--- src/rtl/hex_bcd_digit_driver.sv ---
// Eight-digit display driver: shows a written value as raw hex nibbles or, via an
// iterative double-dabble, as unsigned decimal with an all-E overflow indication.
module hex_bcd_digit_driver #(
  parameter int DATA_W     = 32,
  parameter int NUM_DIGITS = 8,
  parameter int DEC_MAX    = 99999999
) (
  input  logic              i_clk,
  input  logic              i_rst,
  input  logic              i_wr_en,
  input  logic [DATA_W-1:0] i_wr_data,
  input  logic              i_mode,
  output logic              o_busy,
  output logic              o_done,
  output logic              o_ovf,
  output logic [1:0]        o_state,
  output logic [6:0]        io_hex0_o,
  output logic [6:0]        io_hex1_o,
  output logic [6:0]        io_hex2_o,
  output logic [6:0]        io_hex3_o,
  output logic [6:0]        io_hex4_o,
  output logic [6:0]        io_hex5_o,
  output logic [6:0]        io_hex6_o,
  output logic [6:0]        io_hex7_o
);

  // Handshake: a write is taken on a rising edge where i_wr_en=1 and o_busy=0;
  // writes while busy are dropped. o_done pulses one cycle when new digits are shown.

  typedef enum logic [1:0] {
    IDLE  = 2'd0,
    SHIFT = 2'd1,
    DONE  = 2'd2
  } state_t;

  localparam int                CNT_W     = $clog2(DATA_W);
  localparam int                BCD_W     = 4 * NUM_DIGITS;
  localparam logic [DATA_W-1:0] DEC_MAX_V = DATA_W'(DEC_MAX);
  localparam logic [CNT_W-1:0]  CNT_LAST  = CNT_W'(DATA_W - 1);

  state_t             state;
  logic [CNT_W-1:0]   cnt;
  logic [DATA_W-1:0]  sr;
  logic [BCD_W-1:0]   bcd;
  logic [BCD_W-1:0]   bcd_adj;
  logic [6:0]         hex_q [NUM_DIGITS];

  // Add-3 correction applied to every BCD nibble before each shift.
  always_comb begin
    bcd_adj = bcd;
    for (int i = 0; i < NUM_DIGITS; i++) begin
      if (bcd[4*i +: 4] >= 4'd5) begin
        bcd_adj[4*i +: 4] = bcd[4*i +: 4] + 4'd3;
      end
    end
  end

  always_ff @(posedge i_clk) begin
    if (i_rst) begin
      state  <= IDLE;
      o_busy <= 1'b0;
      o_done <= 1'b0;
      o_ovf  <= 1'b0;
      cnt    <= '0;
      sr     <= '0;
      bcd    <= '0;
      for (int i = 0; i < NUM_DIGITS; i++) hex_q[i] <= 7'h00;
    end else begin
      o_done <= 1'b0;
      case (state)
        IDLE: begin
          if (i_wr_en) begin
            if (!i_mode) begin
              for (int i = 0; i < NUM_DIGITS; i++) hex_q[i] <= {3'b000, i_wr_data[4*i +: 4]};
              o_ovf  <= 1'b0;
              o_done <= 1'b1;
            end else if (i_wr_data > DEC_MAX_V) begin
              for (int i = 0; i < NUM_DIGITS; i++) hex_q[i] <= 7'h0E;
              o_ovf  <= 1'b1;
              o_done <= 1'b1;
            end else begin
              sr     <= i_wr_data;
              bcd    <= '0;
              cnt    <= '0;
              o_ovf  <= 1'b0;
              o_busy <= 1'b1;
              state  <= SHIFT;
            end
          end
        end
        SHIFT: begin
          bcd <= {bcd_adj[BCD_W-2:0], sr[DATA_W-1]};
          sr  <= {sr[DATA_W-2:0], 1'b0};
          cnt <= cnt + 1'b1;
          if (cnt == CNT_LAST) state <= DONE;
        end
        DONE: begin
          // Digits change only here so a conversion never shows partial results.
          for (int i = 0; i < NUM_DIGITS; i++) hex_q[i] <= {3'b000, bcd[4*i +: 4]};
          o_busy <= 1'b0;
          o_done <= 1'b1;
          state  <= IDLE;
        end
        default: begin
          o_busy <= 1'b0;
          state  <= IDLE;
        end
      endcase
    end
  end

  assign o_state   = state;
  assign io_hex0_o = hex_q[0];
  assign io_hex1_o = hex_q[1];
  assign io_hex2_o = hex_q[2];
  assign io_hex3_o = hex_q[3];
  assign io_hex4_o = hex_q[4];
  assign io_hex5_o = hex_q[5];
  assign io_hex6_o = hex_q[6];
  assign io_hex7_o = hex_q[7];

endmodule

--- config.mk ---
export PLATFORM = sky130hd
export DESIGN_NAME = hex_bcd_digit_driver
export DESIGN_NICKNAME = d
export VERILOG_FILES = /design/src/rtl/hex_bcd_digit_driver.sv
export SDC_FILE = /design/constraint.sdc
export NUM_CORES = 1
export LEC_CHECK = 0
export ABC_CLOCK_PERIOD_IN_PS = 2200
export CAP_MARGIN = 20
export CORE_ASPECT_RATIO = 1.75
export CORE_MARGIN = 4
export CORE_UTILIZATION = 48
export DETAILED_ROUTE_END_ITERATION = 8
export PLACE_DENSITY = 0.84
export SKIP_CTS_REPAIR_TIMING = 1
export SLEW_MARGIN = 40
export SYNTH_ARGS = -nofsm -noshare
export SYNTH_HDL_FRONTEND = slang
export SYNTH_SLANG_ARGS = --single-unit
--- constraint.sdc ---
create_clock -name i_clk -period 2.2 [get_ports i_clk]
set_input_delay 0.44 -clock i_clk [delete_from_list [all_inputs] [get_ports i_clk]]
set_output_delay 0.44 -clock i_clk [all_outputs]
set_load 0.05 [all_outputs]
Word level (Yosys, flattened, before mapping)
Memories as Yosys holds them, arrays and structs flattened.
Cells that the tools add are included.
- input bits: 36
- memories kept: 1
- memory bits (writable): 32
- register bits: 74
- bits in latches: 0
- ROM bits: 0
- word-level logic and storage cells: 136
- mux-type cells: 72
- equality and inequality tests: 7
- $add $sub $neg: 9
- multiply operators: 0
- bitwise gates (word level): 25
- reductions and logical operators: 6
- shift operators: 0
- div/mod/pow operators: 0
- magnitude comparators: 9
- memories (memory ; words ; bits a word ; rd ports ; clocked after memory_dff ; write ports ; RTL line ; RTL):
    hex_q ; 8 ; 4 ; 8 ; 0 ; 8 ; 46 ; logic [6:0] hex_q [NUM_DIGITS];
- operators by type and width (operator ; count):
    two-way mux 32 bit ; 6
    one-hot mux 32 bit (2 select lines) ; 2
    two-way mux 4 bit ; 31
    >= comparator 4 x 3 -> 1 bit, second input constant ; 8
    > comparator 32 x 27 -> 1 bit, second input constant ; 1
    adder 4 x 2 -> 4 bit, second input constant ; 7
    OR 1 bit ; 24
    two-way mux 1 bit ; 21
    two-way mux 5 bit ; 3
    AND reduction 4 bit ; 3
    one-hot mux 5 bit (2 select lines) ; 1
    two-way mux 2 bit ; 4
    inequality test 2 bit, second input constant ; 4
    adder 5 x 1 -> 5 bit, second input constant ; 1
    == test 5 bit, second input constant ; 1
    one-hot mux 1 bit (2 select lines) ; 2
    one-hot mux 2 bit (2 select lines) ; 1
    adder 3 x 2 -> 3 bit, second input constant ; 1
    two-way mux 3 bit ; 1
    == test 2 x 1 -> 1 bit, second input constant ; 1
    == test 2 bit, second input constant ; 1
    zero test 2 bit ; 1
    AND reduction 2 bit ; 1
    nonzero test 2 bit ; 1
    inverter 1 bit ; 1

Logic depth before layout (Yosys ltp)
Gate-level depths: netlist of run 1.
- depth in word-level cells: 9
- mapped depth: 7

Worst setup path before layout of run 1
No wires, ideal clock.
- path type: input to register
- start point: in i_wr_data[25]
- end point: mem hex_q[0][10] in the netlist's numbering, enable pin
- setup slack: 49 ps
- cell stages on the path: 7
- buffers on the path: 2
- library setup time: 350 ps
- data required time: 1850 ps
- data arrival time: 1800 ps
- cell sequence: nand3b_1 -> nor4_2 -> a211o_1 -> buf_4 -> nand2_1 -> buf_2 -> nand2_1
- RTL lines (what ; RTL line ; RTL):
    start, declared ; 11 ; input logic [DATA_W-1:0] i_wr_data,
    end, declared ; 46 ;

==> results of run 1 <==
==> path summary, 6_finish.rpt <==
path / endpoint / cells past startpoint
hold / removal: sr[31] / 2
setup / recovery: hex_q[0][14] / 8
setup reg to reg: hex_q[0][14] / 5
hold reg to reg: sr[31] / 2
==> metrics by stage <==
stage	area [µm²]	power (mW)	setup TNS (ns)	hold slack, ns
after floorplan	5420	2.60	0	0.428
final	6760	4.30	0	0.449
after global placement	6350	2.86	-46.58	0.438
after global routing	6760	4.42	-0.574	0.473
after detailed placement	6350	2.87	-49.09	0.443
after CTS	6610	4.27	-6.38	0.452
==> cell usage in the layout (no fill, tap or decap), types with 3 or more instances in the layout <==
cell,instances
nor3_4,3
or3_1,4
a211oi_1,3
nor3_2,3
buf_12,5
o211ai_1,8
xnor2_1,8
clkdlybuf4s50_1,64
ha_1,18
xor2_1,7
nand2_2,4
nand2b_1,10
clkbuf_16,9
buf_4,47
dfxtp_1,78
nor2_1,23
a22o_1,31
conb_1,24
o21ai_0,31
a221o_1,16
nand2_1,23
edfxtp_1,28
a222oi_1,3
a31oi_1,26
inv_1,17
nand3_1,62
a22oi_1,27
clkbuf_1,6
dlymetal6s2s_1,5
buf_6,5
a21oi_1,28
nand3b_1,4
==> sequential cells by signal (all words and copies together) (netlist names) <==
name     flops
bcd         32
cnt          5
hex_q       32
o_busy       1
o_done       1
o_ovf        1
o_state      2
sr          32
==> report_power, final <==
group	total, mW	switching, mW	internal [mW]	leakage [nW]
sequential	2.10	0.0312	2.07	0.932
combinational	0.759	0.504	0.255	1.41
clock	1.43	0.665	0.769	0.122
total	4.30	1.20	3.10	2.47
==> cell type report <==
type / count / share of cell area (%)
clock inverters: 1 / 0.0740
clock buffers: 15 / 3.66
well taps: 130 / 2.41
inverters: 18 / 0.999
flip-flops and latches: 106 / 35.5
repair buffers: 127 / 18.0
multi-input cells: 396 / 39.3
==> routing by layer <==
layer	vias to the layer above	part of all wire, %	wire [µm]	track usage, %
met4	0	4.9	770	12.1
met1	2389	35	5560	27.4
met5	-	0	0	0
met3	70	8.5	1340	3.90
met2	311	51	8060	41.0
li1	2250	-	-	-
==> logic make-up after synthesis <==
| kind of cell | after synthesis |
|---|---|
| mux | 2 |
| other cells | 1 |
| flops | 106 |
| simple gates | 150 |
| buf+inv | 85 |
| fa+ha+maj | 18 |
| compound gates | 187 |
| xor+xnor | 15 |
==> worst max-delay path, stage by stage <==
cell	delay (ns)
clkdlybuf4s50_1	0.49
nor4_4	0.28
nand2_2	0.13
buf_6	0.14
a211oi_4	0.31
nor3_4	0.07
buf_12	0.16
a221o_1	0.26
==> metrics.txt, run 1 <==
CTS tree built; root buffer cell clkbuf_16; Clock Skew 0.00517 ns; cell count after placement 774; drt wl/cell 19.8 µm; largest net degree at the start of global routing 62; Register Area 2400 µm²; Setup WS pre-CTS -0.582 ns; vias in the first global route 4,913; Mapped Cells 564; Nets 712; via density per instance 6.33; Worst setup EP type flip-flop; max-cap viol count 0; top-count cell post-synth dfxtp_1; final std cells w/o fill 793; Worst Setup SP i_wr_data[27]; chip width 87.7 µm; WP data required 2.29 ns; Max FO, Critical Path 16; final core utilization 62.8%; post-synthesis xor/xnor area fraction 2.46%; critical path class primary input to flip-flop; #FFs+latches synth 106; Synth top cells by count dfxtp_1, nand3_1, a22o_1, o21ai_0, a21oi_1; htree depth 3; crit path time final 2.20 ns; area grow syn2layout 26.8%; core area 10,800 µm²; Final Hold Viols 0; number of synthesized flops with an enable pin 28; Die Ht 147 µm; Synth Area in Simple Gates 14.4%; Post-synth ARST share 0%; routed via count 5,020; Global Route Usage Sum 23.7%; worst slew pin tran 0.606 ns; first-pass GRT wire length 24.3 mm; area of the multi-input gates 2660 µm²; Data arrival, critical path 2.29 ns; Pre-antenna DRT Iters 7; clk sink count 106; Compound-Gate Fraction of Synth Area 24.8%; maximum clock rate 455 MHz; pwr dens 635 nW/µm²; Die Area 12,900 µm²; HP Start sr[30]; 1st-iter DRT viols 686; most used flip-flop cell after synthesis dfxtp_1; antenna violations before repair 0; multiplexer area fraction after synthesis 0.399%; maximum vdd drop 421 µV; status finished, final reports clean; final period utilization 99.9%; clk slew on worst S/H paths 0.06 ns; Ports 97; total CTS buffers 9; Final ANT Viol Nets 0; Pleak 2.47 nW; final setup margin 0.00117 ns; share of cells above drive strength 1 14.0%; share of the synthesized area in the top cell type 29.3%; Mapped Area 5330 µm²; post-synthesis cell type count 49; max-slew violations 0; register area share after synthesis 45.0%; GP Congestion 0.898; initial core utilization 49.6%; Reg2Reg Setup Slack 0.25 ns; final wirelength 15.7 mm; final setup vio count 0; Port-buffer cells 72; synth top area cells dfxtp_1, edfxtp_1, nand3_1, a22o_1, ha_1; dpl hpwl 10.7 mm; Syn. warnings 0; ant diodes 0; Post-Synth Adder-Cell Area 4.22%; area leader, netlist dfxtp_1; Max Buffers Root-to-Sink 2; Syn Area/Cell 9.45 µm²; worst relative slew slack 59.5%; CP Launch Type primary input; Clock Latency Late Sink 0.34 ns; aggregate global routing overflow 0; # fillers 826; largest family of logic cells by synthesized area compound AO/OA/AOI/OAI gates; worst reg2reg startpoint o_state[1]; cell row count 50; DR DRC count 0; worst hold path class flip-flop to flip-flop
No activity file was read; power rests on OpenSTA's default activity.
==> run 2, diff against run 1 <==
--- a/config.mk
+++ b/config.mk
@@ -13,7 +13,6 @@
 export DETAILED_ROUTE_END_ITERATION = 8
 export PLACE_DENSITY = 0.84
 export SKIP_CTS_REPAIR_TIMING = 1
-export SLEW_MARGIN = 40
 export SYNTH_ARGS = -nofsm -noshare
 export SYNTH_HDL_FRONTEND = slang
 export SYNTH_SLANG_ARGS = --single-unit
==> metrics.txt, run 2 (synthesis results as in run 1) <==
drt wl/cell 20.2 µm (was 19.8 µm); violations in the final reports negative setup slack; antenna violations before repair 0 (unchanged); share of cells above drive strength 1 14.3% (was 14.0%); Register Area 2400 µm² (unchanged); GP Congestion 0.898 (unchanged); Max Buffers Root-to-Sink 2 (unchanged); maximum vdd drop 432 µV (was 421 µV); total CTS buffers 9 (unchanged); cell count after placement 774 (unchanged); r2r worst-path depth 6 (was 5); Nets 713 (was 712); final instance area 6790 µm² (was 6760 µm²); dpl hpwl 10.7 mm (unchanged); via density per instance 6.39 (was 6.33); Worst setup EP type flip-flop (unchanged); area of the multi-input gates 2670 µm² (was 2660 µm²); clk slew on worst S/H paths 0.06 ns (about the same); htree depth 3 (unchanged); Reg2Reg Setup Slack 0.31 ns (was 0.25 ns); commonest non-fill, non-tap cell in the layout dfxtp_1 (unchanged); area grow syn2layout 27.3% (was 26.8%); max-slew violations 0 (unchanged); Clock Skew 0.00600 ns (was 0.00517 ns); Reg2Reg Capture Point hex_q[1][0] (was hex_q[0][14]); worst slew pin tran 0.968 ns (was 0.606 ns); core area 10,800 µm² (unchanged); final setup margin -0.0678 ns (was 0.00117 ns); Worst Setup SP i_wr_data[26] (was i_wr_data[27]); worst relative slew slack 35.1% (was 59.5%); pwr dens 636 nW/µm² (was 635 nW/µm²); CTS tree built (unchanged); worst hold path class flip-flop to flip-flop (unchanged); crit path time final 2.27 ns (was 2.20 ns); ant diodes 0 (unchanged); cell row count 50 (unchanged); Ports 97 (unchanged); final period utilization 103% (was 99.9%); clk sink count 106 (unchanged); final wirelength 16.0 mm (was 15.7 mm); status finished, violations left (was finished, final reports clean); root buffer cell clkbuf_16 (unchanged); routed via count 5,071 (was 5,020); first-pass GRT wire length 24.3 mm (unchanged); DR DRC count 0 (unchanged); final std cells w/o fill 794 (was 793); DP Area 6350 µm² (unchanged); overall power 4.32 mW (was 4.30 mW); Die Area 12,900 µm² (unchanged); chip width 87.7 µm (unchanged); final setup vio count 29 (was 0); Data arrival, critical path 2.55 ns (was 2.29 ns); # fillers 822 (was 826); Global Route Usage Sum 23.7% (unchanged); worst reg2reg startpoint o_state[0] (was o_state[1]); max-cap viol count 0 (unchanged); Clock Latency Late Sink 0.35 ns (was 0.34 ns); CP Launch Type primary input (unchanged); commonest non-fill, non-tap cells in the layout dfxtp_1, clkdlybuf4s50_1, nand3_1 (unchanged); Pre-antenna DRT Iters 6 (was 7); Setup WS pre-CTS -0.582 ns (unchanged); Max FO, Critical Path 12 (was 16); Die Ht 147 µm (unchanged); largest net degree at the start of global routing 62 (unchanged); WP data required 2.48 ns (was 2.29 ns); initial core utilization 49.6% (unchanged); vias in the first global route 4,913 (unchanged); TNS Setup -0.917 ns (was 0 ns); biggest regs bcd: 32 flops, hex_q: 32 flops, sr: 32 flops (unchanged); aggregate global routing overflow 0 (unchanged); Port-buffer cells 72 (unchanged); Final Hold Viols 0 (unchanged); Final ANT Viol Nets 0 (unchanged); 1st-iter DRT viols 681 (was 686); critical path class primary input to flip-flop (unchanged); CP endpoint bcd[26] (was hex_q[0][14]); Pleak 2.49 nW (was 2.47 nW); maximum clock rate 441 MHz (was 455 MHz)
-- run 2: worst max-delay path, cell delays in order --
cell and delay [ns]:
clkdlybuf4s50_1 0.50, nand3b_1 0.25, buf_4 0.24, nor4_1 0.35
a221o_1 0.22, o21ba_4 0.21, buf_8 0.16, a22o_1 0.18
-- run 2: layout make-up --
class,instances,area share [%]
timing repair buffer,128,18.1
clock inverter,1,0.0737
multi-input combinational,396,39.4
tap,130,2.40
inverter,18,0.995
clock buffer,15,3.65
sequential,106,35.4
-- run 2: per-layer routing --
layer,track usage (%),up-vias,wire length (µm)
met4,12.1,0,853
met3,3.90,69,1470
met1,27.4,2384,5530
li1,-,2257,-
met2,41.0,361,8170
met5,0,-,0
-- run 2: worst min-delay path by stage --
stage            from     end  slack (ns)  depth (start not counted)
2_1_floorplan  sr[27]  sr[28]        0.43                          2
3_5_place_dp   sr[30]  sr[31]        0.44                          2
3_3_place_gp   sr[30]  sr[31]        0.44                          2
5_1_grt        sr[29]  sr[30]        0.47                          2
4_1_cts        sr[30]  sr[31]        0.45                          2
6_report       sr[29]  sr[30]        0.45                          2
-- run 2: through the flow --
stage | hold slack, ns | util [%]
4_1_cts | 0.452 | 61.4
6_report | 0.450 | 63.1
3_3_place_gp | 0.438 | 59.0
2_1_floorplan | 0.428 | -
3_5_place_dp | 0.443 | 59.0
5_1_grt | 0.473 | 63.1
-- run 2: power breakdown --
part           internal (mW)  switching, mW  leakage [nW]
clock network          0.769          0.678         0.122
logic                  0.258          0.507          1.43
registers               2.07         0.0312         0.932
total                   3.10           1.22          2.49
